`config.mk`:
```
export PLATFORM = sky130hd
export DESIGN_NAME = barrel_shift_pipe
export DESIGN_NICKNAME = d
export VERILOG_FILES = /design/src/rtl/barrel_shift_pkg.sv /design/src/rtl/barrel_shift_stage.sv /design/src/rtl/barrel_shift_pipe.sv
export SDC_FILE = /design/constraint.sdc
export NUM_CORES = 1
export LEC_CHECK = 0
export BUFFER_PORTS_ARGS = -buffer_cell sky130_fd_sc_hd__buf_2
export CORE_UTILIZATION = 41
export CTS_BUF_LIST = sky130_fd_sc_hd__clkbuf_16
export DETAILED_ROUTE_END_ITERATION = 10
export GPL_TIMING_DRIVEN = 0
export PLACE_DENSITY = 0.68
export SKIP_CTS_REPAIR_TIMING = 1
export SYNTH_ARGS = -nofsm -noshare
export SYNTH_HDL_FRONTEND = slang
export SYNTH_HIERARCHICAL = 1
export SYNTH_SLANG_ARGS = --single-unit
```
`constraint.sdc`:
```
create_clock -name clk -period 3.2 [get_ports clk]
set_input_delay 0.48 -clock clk [delete_from_list [all_inputs] [get_ports clk]]
set_output_delay 0.48 -clock clk [all_outputs]
set_load 0.05 [all_outputs]
```
`src/rtl/barrel_shift_pkg.sv`:
```
// Shared op encodings and per-stage control payload for barrel_shift_pipe.
package barrel_shift_pkg;

    typedef logic [2:0] op_t;

    localparam op_t OP_ROL = 3'd0;
    localparam op_t OP_ROR = 3'd1;
    localparam op_t OP_SLL = 3'd2;
    localparam op_t OP_SRL = 3'd3;
    localparam op_t OP_SRA = 3'd4;

    // Width-independent part of the stage payload; data/amt are sized by the modules.
    typedef struct packed {
        op_t  op;
        logic sat;
    } stage_ctl_t;

    function automatic logic is_shift(op_t o);
        return (o == OP_SLL) || (o == OP_SRL) || (o == OP_SRA);
    endfunction

endpackage

```
`src/rtl/barrel_shift_stage.sv`:
```
// One registered log-shifter stage: conditional shift/rotate by 2^K with op-dependent fill.
// Data bit WIDTH carries the last bit shifted out so far (used as carry for SLL/SRL/SRA).
module barrel_shift_stage
    import barrel_shift_pkg::*;
#(
    parameter int WIDTH = 16,
    parameter int K     = 0,
    parameter int SHW   = $clog2(WIDTH)
) (
    input  logic             clk,
    input  logic             rst_n,
    input  logic             flush,
    input  logic             adv,
    input  logic             up_vld,
    input  logic [WIDTH:0]   up_data,
    input  logic [SHW-1:0]   up_amt,
    input  stage_ctl_t       up_ctl,
    output logic             dn_vld,
    output logic [WIDTH:0]   dn_data,
    output logic [SHW-1:0]   dn_amt,
    output stage_ctl_t       dn_ctl
);

    localparam int S = 1 << K;

    logic [WIDTH-1:0] v;
    logic [WIDTH-1:0] nv;
    logic             ng;

    assign v = up_data[WIDTH-1:0];

    always_comb begin
        nv = v;
        ng = up_data[WIDTH];
        if (up_amt[K]) begin
            case (up_ctl.op)
                OP_ROL: nv = {v[WIDTH-1-S:0], v[WIDTH-1:WIDTH-S]};
                OP_ROR: nv = {v[S-1:0], v[WIDTH-1:S]};
                OP_SLL: begin
                    nv = {v[WIDTH-1-S:0], {S{1'b0}}};
                    ng = v[WIDTH-S];
                end
                OP_SRL: begin
                    nv = {{S{1'b0}}, v[WIDTH-1:S]};
                    ng = v[S-1];
                end
                OP_SRA: begin
                    nv = {{S{v[WIDTH-1]}}, v[WIDTH-1:S]};
                    ng = v[S-1];
                end
                default: ;
            endcase
        end
    end

    always_ff @(posedge clk or negedge rst_n) begin
        if (!rst_n) begin
            dn_vld  <= 1'b0;
            dn_data <= '0;
            dn_amt  <= '0;
            dn_ctl  <= '0;
        end else begin
            if (flush)
                dn_vld <= 1'b0;
            else if (adv)
                dn_vld <= up_vld;
            if (adv) begin
                dn_data <= {ng, nv};
                dn_amt  <= up_amt;
                dn_ctl  <= up_ctl;
            end
        end
    end

endmodule

```
`src/rtl/barrel_shift_pipe.sv`:
```
// Pipelined barrel shifter/rotator, one stage per amount bit, valid/ready on both sides.
// Optional BARREL_SHIFT_SAT_EN: shifts by b >= WIDTH saturate instead of wrapping modulo WIDTH.
module barrel_shift_pipe
    import barrel_shift_pkg::*;
#(
    parameter int WIDTH = 16,
    parameter int SHW   = $clog2(WIDTH)
) (
    input  logic             clk,
    input  logic             rst_n,
    input  logic             flush,
    input  logic             in_valid,
    output logic             in_ready,
    input  logic [2:0]       op,
    input  logic [WIDTH-1:0] a,
    input  logic [WIDTH-1:0] b,
    output logic             out_valid,
    input  logic             out_ready,
    output logic [WIDTH-1:0] result,
    output logic             carry,
    output logic             zero
);

    // Index 0 is the unregistered input beat; index SHW is the output register.
    logic [SHW:0]             vld_pipe;
    logic [SHW:0][WIDTH:0]    sdata;
    logic [SHW:0][SHW-1:0]    samt;
    stage_ctl_t [SHW:0]       sctl;

    logic adv;
    logic sat0;

`ifdef BARREL_SHIFT_SAT_EN
    // WIDTH is a power of two, so b >= WIDTH is any bit set above the amount field.
    assign sat0 = is_shift(op) && (|b[WIDTH-1:SHW]);
`else
    logic unused_b_hi;
    assign unused_b_hi = ^b[WIDTH-1:SHW];
    assign sat0 = 1'b0;
`endif

    assign adv      = out_ready | ~out_valid;
    assign in_ready = adv;

    assign vld_pipe[0] = in_valid;
    assign sdata[0]    = {1'b0, a};
    assign samt[0]     = b[SHW-1:0];
    assign sctl[0]     = '{op: op, sat: sat0};

    for (genvar k = 0; k < SHW; k++) begin : g_stage
        barrel_shift_stage #(
            .WIDTH (WIDTH),
            .K     (k),
            .SHW   (SHW)
        ) u_stage (
            .clk     (clk),
            .rst_n   (rst_n),
            .flush   (flush),
            .adv     (adv),
            .up_vld  (vld_pipe[k]),
            .up_data (sdata[k]),
            .up_amt  (samt[k]),
            .up_ctl  (sctl[k]),
            .dn_vld  (vld_pipe[k+1]),
            .dn_data (sdata[k+1]),
            .dn_amt  (samt[k+1]),
            .dn_ctl  (sctl[k+1])
        );
    end

    logic [WIDTH-1:0] res_raw;
    logic             guard;
    logic             amt_nz;
    stage_ctl_t       lctl;

    assign res_raw   = sdata[SHW][WIDTH-1:0];
    assign guard     = sdata[SHW][WIDTH];
    assign amt_nz    = |samt[SHW];
    assign lctl      = sctl[SHW];
    assign out_valid = vld_pipe[SHW];

    always_comb begin
        result = res_raw;
        carry  = 1'b0;
        if (lctl.sat) begin
            case (lctl.op)
                OP_SLL, OP_SRL: result = '0;
                OP_SRA: begin
                    // Sign fill survives every SRA stage, so res_raw MSB is still a's MSB.
                    result = {WIDTH{res_raw[WIDTH-1]}};
                    carry  = res_raw[WIDTH-1];
                end
                default: ;
            endcase
        end else begin
            case (lctl.op)
                OP_ROL:                 carry = amt_nz & res_raw[0];
                OP_ROR:                 carry = amt_nz & res_raw[WIDTH-1];
                OP_SLL, OP_SRL, OP_SRA: carry = guard;
                default:                carry = 1'b0;
            endcase
        end
        zero = (result == '0);
    end

endmodule

```
==> impl_metrics.ini <==
[layout]
ff_latch_area_mm2 = 0.002603
multi_input_area_mm2 = 0.002963
stdcell_area_mm2 = 0.006709
layout-drive-gt1-share_pct = 24.22
diodes = 0
nets = 708
area_growth_pct = 12.84
post-route-util_pct = 47.96
fillers = 1358

[run]
cap_violations = 0

[worst_setup_path]
crit_chain = nor3b_4 > and3_1 > buf_6 > buf_12 > a21o_1 > buf_2
crit_arrival_ps = 1820
end_kind = output port
r2r_end = g_stage[3].u_stage/dn_data[14]$_DFFE_PN0P_
setup.worst_path.start_class = flip-flop
cp-endpoint = result[11]
startpoint = g_stage[3].u_stage/dn_ctl[1]$_DFFE_PN0P_
slowest_stage = dfrtp_1
crit_required_ps = 2720
regToRegSetupSlack_ps = 1110
timing.rr.start = g_stage[3].u_stage/dn_vld$_DFFE_PN0P_
reg2reg_depth = 5
slowest_delay_ps = 430
cp_max_fo = 10
crit_type = reg -> out

[power_and_ir_drop]
intPower_mw = 2.384
p_leak_nw = 2.801
p_sw_mw = 1.138
power.total_mw = 3.522
p_seq_share_pct = 47.3
switching_share_pct = 32.32
ir_drop_mv = 0.2649
p_comb_share_pct = 23.0
p_per_area_mw_per_mm2 = 525.0
pwr-share-clk_pct = 29.7

[drt]
drt-total-wl_um = 15470
drc_errors = 0
wl_per_cell_um = 18.13
viasPerCell = 5.953
drt-pass1-iter-count = 6
vias = 5078
ant_nets = 0
first_iter_violations = 323

[clocking]
clk_path_buf_depth = 2
cts_tree = yes
cts-buffers-inserted = 9
h-tree-depth = 3
clock_tree.root_cell = clkbuf_16
clk_pin_slew_ps = 70
clk_latency_ps = 350
clock_sinks = 104

[synth]
async_flop_share_pct = 100.0
synthesis.area_mm2 = 0.005946
synth-edff-count = 0
ys_seq_area_share_pct = 43.77
synthesis.instances = 610
ys.flop_type = dfrtp_1
ys_ff_latch = 104
yosysUniqueCellTypes = 65
synth.avg_cell_area_um2 = 9.747
yosysWarnings = 6

[sta]
hold_violations = 0
fmax_ghz = 0.4355
rsz0062_at_grt = false
whs_ps = 189.1
setup_viol = 0
final_max_slew_viol_count = 0
period_share_pct = 71.75
final.setup.tns_ps = 0
skew_ps = 7.700
max_slew_margin_pct = 52.93
min_period_ps = 2296
tightest_slew_ps = 706.0

[global_routing]
grt_max_degree = 57
track_usage_pct = 21.79
grt_pass1_wl_um = 25590
grt_pass1_vias = 5181
antenna_found_initial = 0
grt-ovfl-total = 0

[die]
die_w_um = 122.4
io-pin-count = 60
placementRows = 43
start_util_pct = 42.50
die_area_mm2 = 0.01499
fp.coreArea_mm2 = 0.01399
die_h_um = 122.4

[placed_design]
dp_hpwl_um = 11810
gp_congestion = 0.8787
numPortBuffers = 45
dpl-instance-area_mm2 = 0.006430

[outcome]
status = complete, no violations

[min_path]
hp-class = in -> async
[metrics by stage]
stage	instances	worst slack, ps
floorplan	611	376.7
global placement	836	656.3
detailed placement	837	906.3
CTS	853	888.0
global route	853	794.6
finish	853	904.0
[registers in the layout, indices dropped and copies added, names as in the netlist]
register and count:
g_stage.u_stage/dn_vld 4, g_stage.u_stage/dn_data 68, g_stage.u_stage/dn_amt 16, g_stage.u_stage/dn_ctl 16
[power by group through the flow]
| stage | Clock [mW] | Sequential (mW) | Combinational (mW) |
|---|---|---|---|
| finish | 1.05 | 1.67 | 0.811 |
| global route | 1.12 | 1.69 | 0.890 |
| CTS | 1.07 | 1.66 | 0.810 |
| detailed placement | 0 | 1.69 | 0.807 |
| global placement | 0 | 1.68 | 0.786 |
| floorplan | 0 | 1.61 | 0.623 |
[cells by family after synthesis]
group           count (synthesis)  share of synthesized area [%]
mux                            45                          8.375
flops                         104                          43.77
buf+inv                        65                          6.460
other cells                     1                        0.06307
compound gates                276                          31.25
simple gates                  119                          10.08
[metal layers]
| metal | share of wire [%] | vias to the layer above | GRT usage [%] |
|---|---|---|---|
| met3 | 3.7 | 36 | 3.346 |
| met5 | 0 | - | 0 |
| met1 | 43 | 2456 | 25.06 |
| li1 | - | 2430 | - |
| met2 | 50 | 156 | 39.29 |
| met4 | 3.1 | 0 | 10.52 |
[worst min path at each step]
stage,startpoint,end,slack (ps),cells after the start
4_1_cts,rst_n,g_stage[3].u_stage/dn_ctl[1]$_DFFE_PN0P_,210,1
3_3_place_gp,g_stage[3].u_stage/dn_amt[3]$_DFFE_PN0P_,g_stage[3].u_stage/dn_amt[3]$_DFFE_PN0P_,480,1
5_1_grt,rst_n,g_stage[3].u_stage/dn_ctl[3]$_DFFE_PN0P_,240,1
2_1_floorplan,rst_n,g_stage[0].u_stage/dn_amt[0]$_DFFE_PN0P_,180,0
6_report,rst_n,g_stage[3].u_stage/dn_ctl[1]$_DFFE_PN0P_,190,1
3_5_place_dp,g_stage[3].u_stage/dn_amt[3]$_DFFE_PN0P_,g_stage[3].u_stage/dn_amt[3]$_DFFE_PN0P_,490,1
[critical path, delay by kind of cell, from the launching register on]
kind | cells | cell delay [ps]
flops | 1 | 430
simple gates | 2 | 450
buf+inv | 3 | 500
compound gates | 1 | 80
[cell usage after synthesis (all sizes together), types with 3 or more instances]
library cell / instances / area (µm²)
a211oi: 14 / 105.1
a21boi: 9 / 67.56
a21o: 18 / 135.1
a21oi: 28 / 140.1
a31oi: 27 / 168.9
buf: 40 / 290.3
clkbuf: 12 / 45.04
dfrtp: 104 / 2603
inv: 13 / 48.79
mux2: 35 / 394.1
mux2i: 10 / 103.9
nand2: 11 / 41.29
nand2b: 8 / 55.06
nand3b: 4 / 30.03
nor2: 67 / 254.0
nor2b: 8 / 50.05
nor4: 4 / 25.02
o211ai: 10 / 75.07
o21a: 3 / 22.52
o21ai: 82 / 436.7
o221a: 13 / 146.4
o221ai: 3 / 26.28
o22a: 4 / 35.03
o22ai: 42 / 281.5
o2bb2ai: 3 / 26.28
o311ai: 5 / 61.31
o31ai: 3 / 22.52
o32ai: 6 / 52.55
[area by class of cell]
class	count	area share, %
clock inverter	7	0.8019
sequential	104	38.79
tap	180	3.357
multi-input combinational	442	44.16
timing repair buffer	46	3.805
clock buffer	9	3.357
inverter	13	0.7273
buffer	52	4.998
[cell usage in the layout, fill, tap and decap left out, types with 3 or more instances in the layout]
cell       instances
clkbuf_16          9
clkbuf_1          12
a21boi_0           9
nor4_1             4
o211ai_1          10
clkinv_1           4
o221a_2           11
o22a_1             4
mux2_2            35
o2bb2ai_1          3
a21o_1            18
mux2i_1            9
o31ai_1            3
nand3b_1           4
buf_4             12
o221ai_1           3
a21oi_1           28
a31oi_1           27
nand2_1           11
a211oi_1          14
o311ai_0           4
o21a_1             3
o21ai_0           78
nor2_1            66
buf_6              6
o22ai_1           39
nor2b_1            8
nand2b_1           6
o32ai_1            6
inv_1             13
o22ai_2            3
dfrtp_1          104
buf_2             65
Note: power is estimated with default switching activity, not from simulation.
